===== config.mk =====
export PLATFORM = sky130hd
export DESIGN_NAME = fp_mul_seq
export DESIGN_NICKNAME = d
export VERILOG_FILES = /design/src/rtl/fp_mul_seq.sv
export SDC_FILE = /design/constraint.sdc
export NUM_CORES = 1
export LEC_CHECK = 0
export ABC_CLOCK_PERIOD_IN_PS = 10900
export CORE_MARGIN = 2
export CORE_UTILIZATION = 35
export DETAILED_ROUTE_END_ITERATION = 16
export GPL_TIMING_DRIVEN = 0
export PLACE_DENSITY_LB_ADDON = 0.25
export RECOVER_POWER = 50
export SLEW_MARGIN = 20
export SYNTH_ARGS = -nofsm -noshare
export SYNTH_HDL_FRONTEND = slang
export SYNTH_SLANG_ARGS = --single-unit

===== constraint.sdc =====
create_clock -name clk -period 10.9 [get_ports clk]
set_input_delay 1.09 -clock clk [delete_from_list [all_inputs] [get_ports clk]]
set_output_delay 1.09 -clock clk [all_outputs]
set_load 0.05 [all_outputs]

===== src/rtl/fp_mul_seq.sv =====
// fp_mul_seq: sequential IEEE-754 binary multiplier.
//   Iterative radix-2^RADIX_BITS significand multiply. Five rounding modes
//   with exact subnormal handling. Exception flags. Valid/ready on both sides.
// Ports:
//   clk, rst_n           clock (rising edge), async active-low reset
//   in_valid / in_ready  operand handshake; a, b and rnd are captured on transfer
//   a, b                 operands {sign, exponent[NEXP], fraction[NSIG]}
//   rnd                  000 RNE, 001 RTZ, 010 RDN, 011 RUP, 100 RMM, others RNE
//   out_valid/out_ready  result handshake; p, pFlags and exc are held until taken
//   p                    product
//   pFlags               one-hot class {SNAN, QNAN, INFINITY, ZERO, SUBNORMAL, NORMAL}
//   exc                  {invalid, overflow, underflow, inexact}
//
// state | meaning
// IDLE  | ready for operands; specials are resolved here and go straight to DONE
// NORM  | left-justify subnormal significands, A first, then B
// MUL   | shift-add, RADIX_BITS multiplier bits per cycle, MSB digit first
// RND   | normalise, denormalise if tiny, round, register the result
// DONE  | result presented until out_ready
module fp_mul_seq #(
  parameter int NEXP       = 8,
  parameter int NSIG       = 23,
  parameter int RADIX_BITS = 4
) (
  input  logic               clk,
  input  logic               rst_n,
  input  logic               in_valid,
  output logic               in_ready,
  input  logic [NEXP+NSIG:0] a,
  input  logic [NEXP+NSIG:0] b,
  input  logic [2:0]         rnd,
  output logic               out_valid,
  input  logic               out_ready,
  output logic [NEXP+NSIG:0] p,
  output logic [5:0]         pFlags,
  output logic [3:0]         exc
);
  localparam int W      = NEXP + NSIG + 1;
  localparam int SW     = NSIG + 1;
  localparam int PW     = 2 * SW;
  localparam int NITER  = (SW + RADIX_BITS - 1) / RADIX_BITS;
  localparam int MW     = NITER * RADIX_BITS;
  localparam int CW     = $clog2(NITER + 1);
  // Working exponent is two's complement with headroom for two fully
  // normalised subnormals minus the bias.
  localparam int EW     = NEXP + $clog2(NSIG + 1) + 3;
  localparam int BIAS   = (1 << (NEXP - 1)) - 1;
  localparam int EMAXF  = (1 << NEXP) - 1;

  localparam int F_SNAN = 5;
  localparam int F_QNAN = 4;
  localparam int F_INF  = 3;
  localparam int F_ZERO = 2;
  localparam int F_SUB  = 1;
  localparam int F_NORM = 0;

  typedef enum logic [2:0] {IDLE, NORM, MUL, RND, DONE} state_t;

  state_t         state;
  logic [2:0]     rnd_q;
  logic           sign_q;
  logic [SW-1:0]  sig_a;
  logic [MW-1:0]  mplier;
  logic [EW-1:0]  exp_a, exp_b;
  logic [PW-1:0]  acc;
  logic [CW-1:0]  cnt;

  // operand classification
  logic [NEXP-1:0] ea_f, eb_f;
  logic [NSIG-1:0] fa, fb;
  logic a_nan, a_snan, a_inf, a_zero, a_sub;
  logic b_nan, b_snan, b_inf, b_zero, b_sub;
  logic s_sign;

  assign ea_f   = a[W-2:NSIG];
  assign eb_f   = b[W-2:NSIG];
  assign fa     = a[NSIG-1:0];
  assign fb     = b[NSIG-1:0];
  assign a_nan  = (&ea_f) & (|fa);
  assign b_nan  = (&eb_f) & (|fb);
  assign a_snan = a_nan & ~fa[NSIG-1];
  assign b_snan = b_nan & ~fb[NSIG-1];
  assign a_inf  = (&ea_f) & ~(|fa);
  assign b_inf  = (&eb_f) & ~(|fb);
  assign a_zero = ~(|ea_f) & ~(|fa);
  assign b_zero = ~(|eb_f) & ~(|fb);
  assign a_sub  = ~(|ea_f) & (|fa);
  assign b_sub  = ~(|eb_f) & (|fb);
  assign s_sign = a[W-1] ^ b[W-1];

  logic         spec_hit;
  logic [W-1:0] spec_p;
  logic [5:0]   spec_flags;
  logic [3:0]   spec_exc;

  // A quieted sNaN is still reported as SNAN so the consumer can see the
  // result originated from a signalling operand.
  always_comb begin
    spec_hit   = 1'b1;
    spec_p     = '0;
    spec_flags = '0;
    spec_exc   = '0;
    if (a_snan) begin
      spec_p             = a | W'(1 << (NSIG - 1));
      spec_flags[F_SNAN] = 1'b1;
      spec_exc           = 4'b1000;
    end else if (b_snan) begin
      spec_p             = b | W'(1 << (NSIG - 1));
      spec_flags[F_SNAN] = 1'b1;
      spec_exc           = 4'b1000;
    end else if (a_nan) begin
      spec_p             = a;
      spec_flags[F_QNAN] = 1'b1;
    end else if (b_nan) begin
      spec_p             = b;
      spec_flags[F_QNAN] = 1'b1;
    end else if ((a_inf & b_zero) | (a_zero & b_inf)) begin
      spec_p             = {s_sign, {NEXP{1'b1}}, NSIG'(1 << (NSIG - 1))};
      spec_flags[F_QNAN] = 1'b1;
      spec_exc           = 4'b1000;
    end else if (a_inf | b_inf) begin
      spec_p             = {s_sign, {NEXP{1'b1}}, {NSIG{1'b0}}};
      spec_flags[F_INF]  = 1'b1;
    end else if (a_zero | b_zero) begin
      spec_p             = {s_sign, {(W-1){1'b0}}};
      spec_flags[F_ZERO] = 1'b1;
    end else begin
      spec_hit = 1'b0;
    end
  end

  // MSB-first shift-add: the partial product never exceeds the final one,
  // so PW bits suffice without a wider accumulator.
  logic [RADIX_BITS-1:0] digit;
  logic [PW-1:0]         acc_next;
  assign digit    = mplier[MW-1 -: RADIX_BITS];
  assign acc_next = {acc[PW-RADIX_BITS-1:0], {RADIX_BITS{1'b0}}} + PW'(sig_a) * PW'(digit);

  // rounding datapath, evaluated in RND
  logic [PW-1:0] mnorm, mshift, lost_mask;
  logic [EW-1:0] e_pre, e_tmp, e_fin, sh, sh_c;
  logic [SW-1:0] sig_t;
  logic [SW:0]   sum;
  logic [NSIG-1:0] frac;
  logic tiny, guard, sticky, inexact, inc, ovf, to_inf;
  logic [W-1:0]  rnd_p;
  logic [5:0]    rnd_flags;
  logic [3:0]    rnd_exc;

  always_comb begin
    mnorm     = acc[PW-1] ? acc : {acc[PW-2:0], 1'b0};
    e_pre     = exp_a + exp_b - EW'(BIAS) + EW'(acc[PW-1]);
    tiny      = e_pre[EW-1] | (e_pre == '0);
    sh        = EW'(1) - e_pre;
    sh_c      = (sh >= EW'(PW)) ? EW'(PW) : sh;
    lost_mask = ~({PW{1'b1}} << sh_c);
    mshift    = tiny ? (mnorm >> sh_c) : mnorm;
    sig_t     = mshift[PW-1 -: SW];
    guard     = mshift[SW-1];
    sticky    = (|mshift[SW-2:0]) | (tiny & (|(mnorm & lost_mask)));
    inexact   = guard | sticky;
    case (rnd_q)
      3'b001:  inc = 1'b0;
      3'b010:  inc = sign_q & inexact;
      3'b011:  inc = ~sign_q & inexact;
      3'b100:  inc = guard;
      default: inc = guard & (sticky | sig_t[0]);
    endcase
    case (rnd_q)
      3'b001:  to_inf = 1'b0;
      3'b010:  to_inf = sign_q;
      3'b011:  to_inf = ~sign_q;
      default: to_inf = 1'b1;
    endcase
    sum   = {1'b0, sig_t} + (SW+1)'(inc);
    e_tmp = tiny ? EW'(1) : e_pre;
    // A subnormal that rounds up into the hidden bit lands on the minimum
    // normal exponent; without the hidden bit the field stays zero.
    if (sum[SW]) begin
      e_fin = e_tmp + EW'(1);
      frac  = '0;
    end else begin
      e_fin = sum[NSIG] ? e_tmp : '0;
      frac  = sum[NSIG-1:0];
    end
    ovf       = (e_fin >= EW'(EMAXF));
    rnd_flags = '0;
    if (ovf) begin
      rnd_exc = 4'b0101;
      if (to_inf) begin
        rnd_p            = {sign_q, {NEXP{1'b1}}, {NSIG{1'b0}}};
        rnd_flags[F_INF] = 1'b1;
      end else begin
        rnd_p             = {sign_q, NEXP'(EMAXF - 1), {NSIG{1'b1}}};
        rnd_flags[F_NORM] = 1'b1;
      end
    end else begin
      rnd_exc = {2'b00, tiny & inexact, inexact};
      rnd_p   = {sign_q, e_fin[NEXP-1:0], frac};
      if (e_fin == '0) begin
        if (frac == '0) rnd_flags[F_ZERO] = 1'b1;
        else            rnd_flags[F_SUB]  = 1'b1;
      end else begin
        rnd_flags[F_NORM] = 1'b1;
      end
    end
  end

  always_ff @(posedge clk or negedge rst_n) begin
    if (!rst_n) begin
      state     <= IDLE;
      in_ready  <= 1'b1;
      out_valid <= 1'b0;
      p         <= '0;
      pFlags    <= '0;
      exc       <= '0;
      rnd_q     <= '0;
      sign_q    <= 1'b0;
      sig_a     <= '0;
      mplier    <= '0;
      exp_a     <= '0;
      exp_b     <= '0;
      acc       <= '0;
      cnt       <= '0;
    end else begin
      case (state)
        IDLE: begin
          if (in_valid) begin
            in_ready <= 1'b0;
            rnd_q    <= rnd;
            sign_q   <= s_sign;
            sig_a    <= {~a_sub, fa};
            mplier   <= MW'({~b_sub, fb});
            exp_a    <= a_sub ? EW'(1) : EW'(ea_f);
            exp_b    <= b_sub ? EW'(1) : EW'(eb_f);
            acc      <= '0;
            cnt      <= CW'(NITER - 1);
            if (spec_hit) begin
              p         <= spec_p;
              pFlags    <= spec_flags;
              exc       <= spec_exc;
              out_valid <= 1'b1;
              state     <= DONE;
            end else begin
              state <= (a_sub | b_sub) ? NORM : MUL;
            end
          end
        end
        NORM: begin
          // leave on the shift that sets the last missing hidden bit
          if (!sig_a[NSIG]) begin
            sig_a <= {sig_a[SW-2:0], 1'b0};
            exp_a <= exp_a - EW'(1);
            if (sig_a[NSIG-1] && mplier[NSIG]) state <= MUL;
          end else begin
            mplier <= {mplier[MW-2:0], 1'b0};
            exp_b  <= exp_b - EW'(1);
            if (mplier[NSIG-1]) state <= MUL;
          end
        end
        MUL: begin
          acc    <= acc_next;
          mplier <= mplier << RADIX_BITS;
          if (cnt == '0) state <= RND;
          else           cnt   <= cnt - CW'(1);
        end
        RND: begin
          p         <= rnd_p;
          pFlags    <= rnd_flags;
          exc       <= rnd_exc;
          out_valid <= 1'b1;
          state     <= DONE;
        end
        DONE: begin
          if (out_ready) begin
            out_valid <= 1'b0;
            in_ready  <= 1'b1;
            state     <= IDLE;
          end
        end
        default: state <= IDLE;
      endcase
    end
  end
endmodule


==> flow_summary.json <==
{
  "status": "finished with violations",
  "violations": "max-capacitance violations, max-slew violations",
  "syn_to_final_growth_pct": 16.4,
  "path_clk_slew_ps": 90,
  "gp_congestion": 0.975,
  "routed_wl_um": 96600,
  "r2r_cells": 45,
  "numCtsBuffers": 17,
  "path_class": "flop to flop",
  "yosysUniqueCellTypes": 120,
  "core.rowCount": 89,
  "r2r_end": "p[17]",
  "fp.dieArea_sq_um": 60900,
  "slowest_stage": "nand2_1",
  "core_sq_um": 58700,
  "clock-sinks": 182,
  "worstReg2RegStart": "acc[47]",
  "die_w_um": 247,
  "crit_path_start_kind": "flop",
  "io-pin-count": 115,
  "final-max-slew-violation-count": 86,
  "synth_ff_type": "dfrtp_1",
  "remaining_drc_errors": 0,
  "hpwl_um": 76500,
  "async_flop_share_pct": 100,
  "finClkSkew_ps": 13.7,
  "cts.path.max_buffers": 2,
  "min_period_ps": 10640,
  "grt_overflow_total": 0,
  "drive_above_1_share_pct": 9.47,
  "ys_warn_count": 0,
  "cts_tree": "yes",
  "htree_levels": 4,
  "synth_top_area_share_pct": 21.9,
  "worst_pin_slew_ps": 5210,
  "min_period_over_period_pct": 97.6,
  "floorplan.initialDensity_pct": 35.2,
  "wl_per_cell_um": 26.5,
  "seq_area_frac_synth_pct": 22.1,
  "max_freq_ghz": 0.0940,
  "slowest_delay_ps": 450,
  "syn_nets": 2926,
  "maxCapViolations": 1,
  "drt_iter0_drc": 1957,
  "synth_edf_count": 0,
  "grtUsageTotal_pct": 31.4,
  "vias": 22800,
  "hold_violations": 0,
  "cp_common_cell": "ha_1",
  "layout.nets": 3073,
  "synth.cell_area_sq_um": 20600,
  "worstPathRequired_ps": 11260,
  "fin_ws_ps": 264,
  "grt_pass1_vias": 22600,
  "yosys-top-cells-area": "dfrtp_1 22%, fa_1 6.6%, nand2_1 6.4%, o21ai_0 4.8%, ha_1 4.5%",
  "syn_area_per_cell_sq_um": 7.61,
  "critPathCaptureType": "flop",
  "clk_latency_ps": 500,
  "grt_pass1_wl_um": 144000,
  "post-place-ws_ps": -3290,
  "syn_inst": 2713,
  "critPathMaxFanout": 19,
  "grt_max_degree": 93,
  "slew_headroom_pct": -247,
  "io_buffers": 114,
  "ant_nets": 0,
  "hp-class": "primary input to asynchronous set/reset pin",
  "synth_area_leader_cell": "dfrtp_1",
  "grt_antenna_before_repair": 5,
  "viasPerCell": 6.26,
  "ys_ff_latch": 182,
  "setup_viol": 0,
  "r2r_slack_ps": 260,
  "die_height_um": 247,
  "arrival_ps": 10990,
  "dr.pass1.iters": 6,
  "cts-root-buf": "clkbuf_16"
}
==> placed cells by master, fill, tap and decap left out, types with 22 or more instances in the layout <==
cell type,n
o211ai_1,22
buf_4,23
nand2b_1,22
and3_1,24
mux2_2,25
ha_1,74
a21oi_1,146
clkbuf_1,123
nand2_1,352
inv_1,130
a22oi_1,56
or3_1,26
nor4_1,39
a211oi_1,25
clkdlybuf4s50_1,112
xor2_1,38
nand3_1,166
nor2_1,211
a31oi_1,66
dfrtp_1,180
and2_1,36
xnor2_1,51
nor3_1,87
nand4_1,26
mux2i_1,39
o21ai_0,195
fa_1,67
==> worst max-delay path, delay by kind of cell (launching register included) <==
family                     cells  cell delay, ps
AOI/OAI and AO/OA             11            2440
adders and majority gates      5            1300
buffers and inverters         11            1870
DFF                            1             430
muxes                          3             850
and+or+nand+nor               15            3550
==> through the flow <==
step,cells,util [%],TNS (ps),area (sq um),hold WS [ps]
5_1_grt,3646,41.0,-9.71,24000,473
2_1_floorplan,2713,-,0,20600,445
3_5_place_dp,3603,38.9,-115770,22800,467
3_3_place_gp,3600,38.8,-115560,22800,456
4_1_cts,3640,40.5,0,23700,333
6_report,3647,41.0,0,24000,456
==> cell type report <==
class                      instances  area, sq um
multi-input combinational       2209        15200
tap                              773          967
inverter                         132          498
clock buffer                      17          425
timing repair buffer             130         1310
clock inverter                    15          205
fill                            6095        34600
sequential                       182         4560
antenna                            1         2.50
buffer                           188          868
==> repair_timing <==
item | in CTS | in global routing
setup endpoints to repair | 38 | 37
resized for setup | 58 | 73
hold buffers | 0 | 0
buffers inserted | 7 | 6
pin swaps | 5 | 10
==> cell families after synthesis <==
logic type,share of synthesized area (%)
buffers and inverters,6.30
XOR/XNOR,3.98
AO/OA/AOI/OAI,26.7
adder cells (fa/ha/maj),11.2
flip-flops,22.1
multiplexers,3.77
AND/OR/NAND/NOR,26.0
==> registers in the layout (all words and copies together), names as in the netlist <==
| signal | count |
|---|---|
| acc | 48 |
| cnt | 3 |
| exc | 4 |
| exp_a | 16 |
| exp_b | 16 |
| in_ready | 1 |
| mplier | 24 |
| out_valid | 1 |
| p | 32 |
| pFlags | 6 |
| rnd_q | 3 |
| sig_a | 24 |
| sign_q | 1 |
| state | 3 |
==> metal layers <==
metal | up-vias | part of all wire, % | track usage [%]
met4 | 2 | 4.1 | 12.5
met1 | 11400 | 43 | 40.7
li1 | 10300 | - | -
met2 | 983 | 46 | 51.2
met5 | - | 0.013 | 0
met3 | 228 | 7.2 | 5.96
==> Yosys cell counts, types with 44 or more instances <==
master	number
a22oi_1	58
a31oi_1	69
nor3_1	89
xnor2_1	52
mux2i_1	44
nand3_1	170
inv_1	130
a21oi_1	148
clkbuf_1	141
o21ai_0	200
nand2_1	354
ha_1	74
dfrtp_1	181
fa_1	68
nor2_1	215
==> worst max path at each step <==
stage / from / endpoint / slack (ps) / cells past startpoint
4_1_cts: acc[47] / p[13] / 10 / 46
6_report: acc[47] / p[17] / 260 / 45
5_1_grt: acc[47] / p[13] / -10 / 45
3_5_place_dp: acc[47] / p[13] / -3290 / 45
3_3_place_gp: acc[47] / p[13] / -3260 / 43
2_1_floorplan: acc[47] / p[0] / 110 / 47
Power is not shown: default switching activity piles up to over one toggle a cycle in this logic, so the estimate is an artifact.
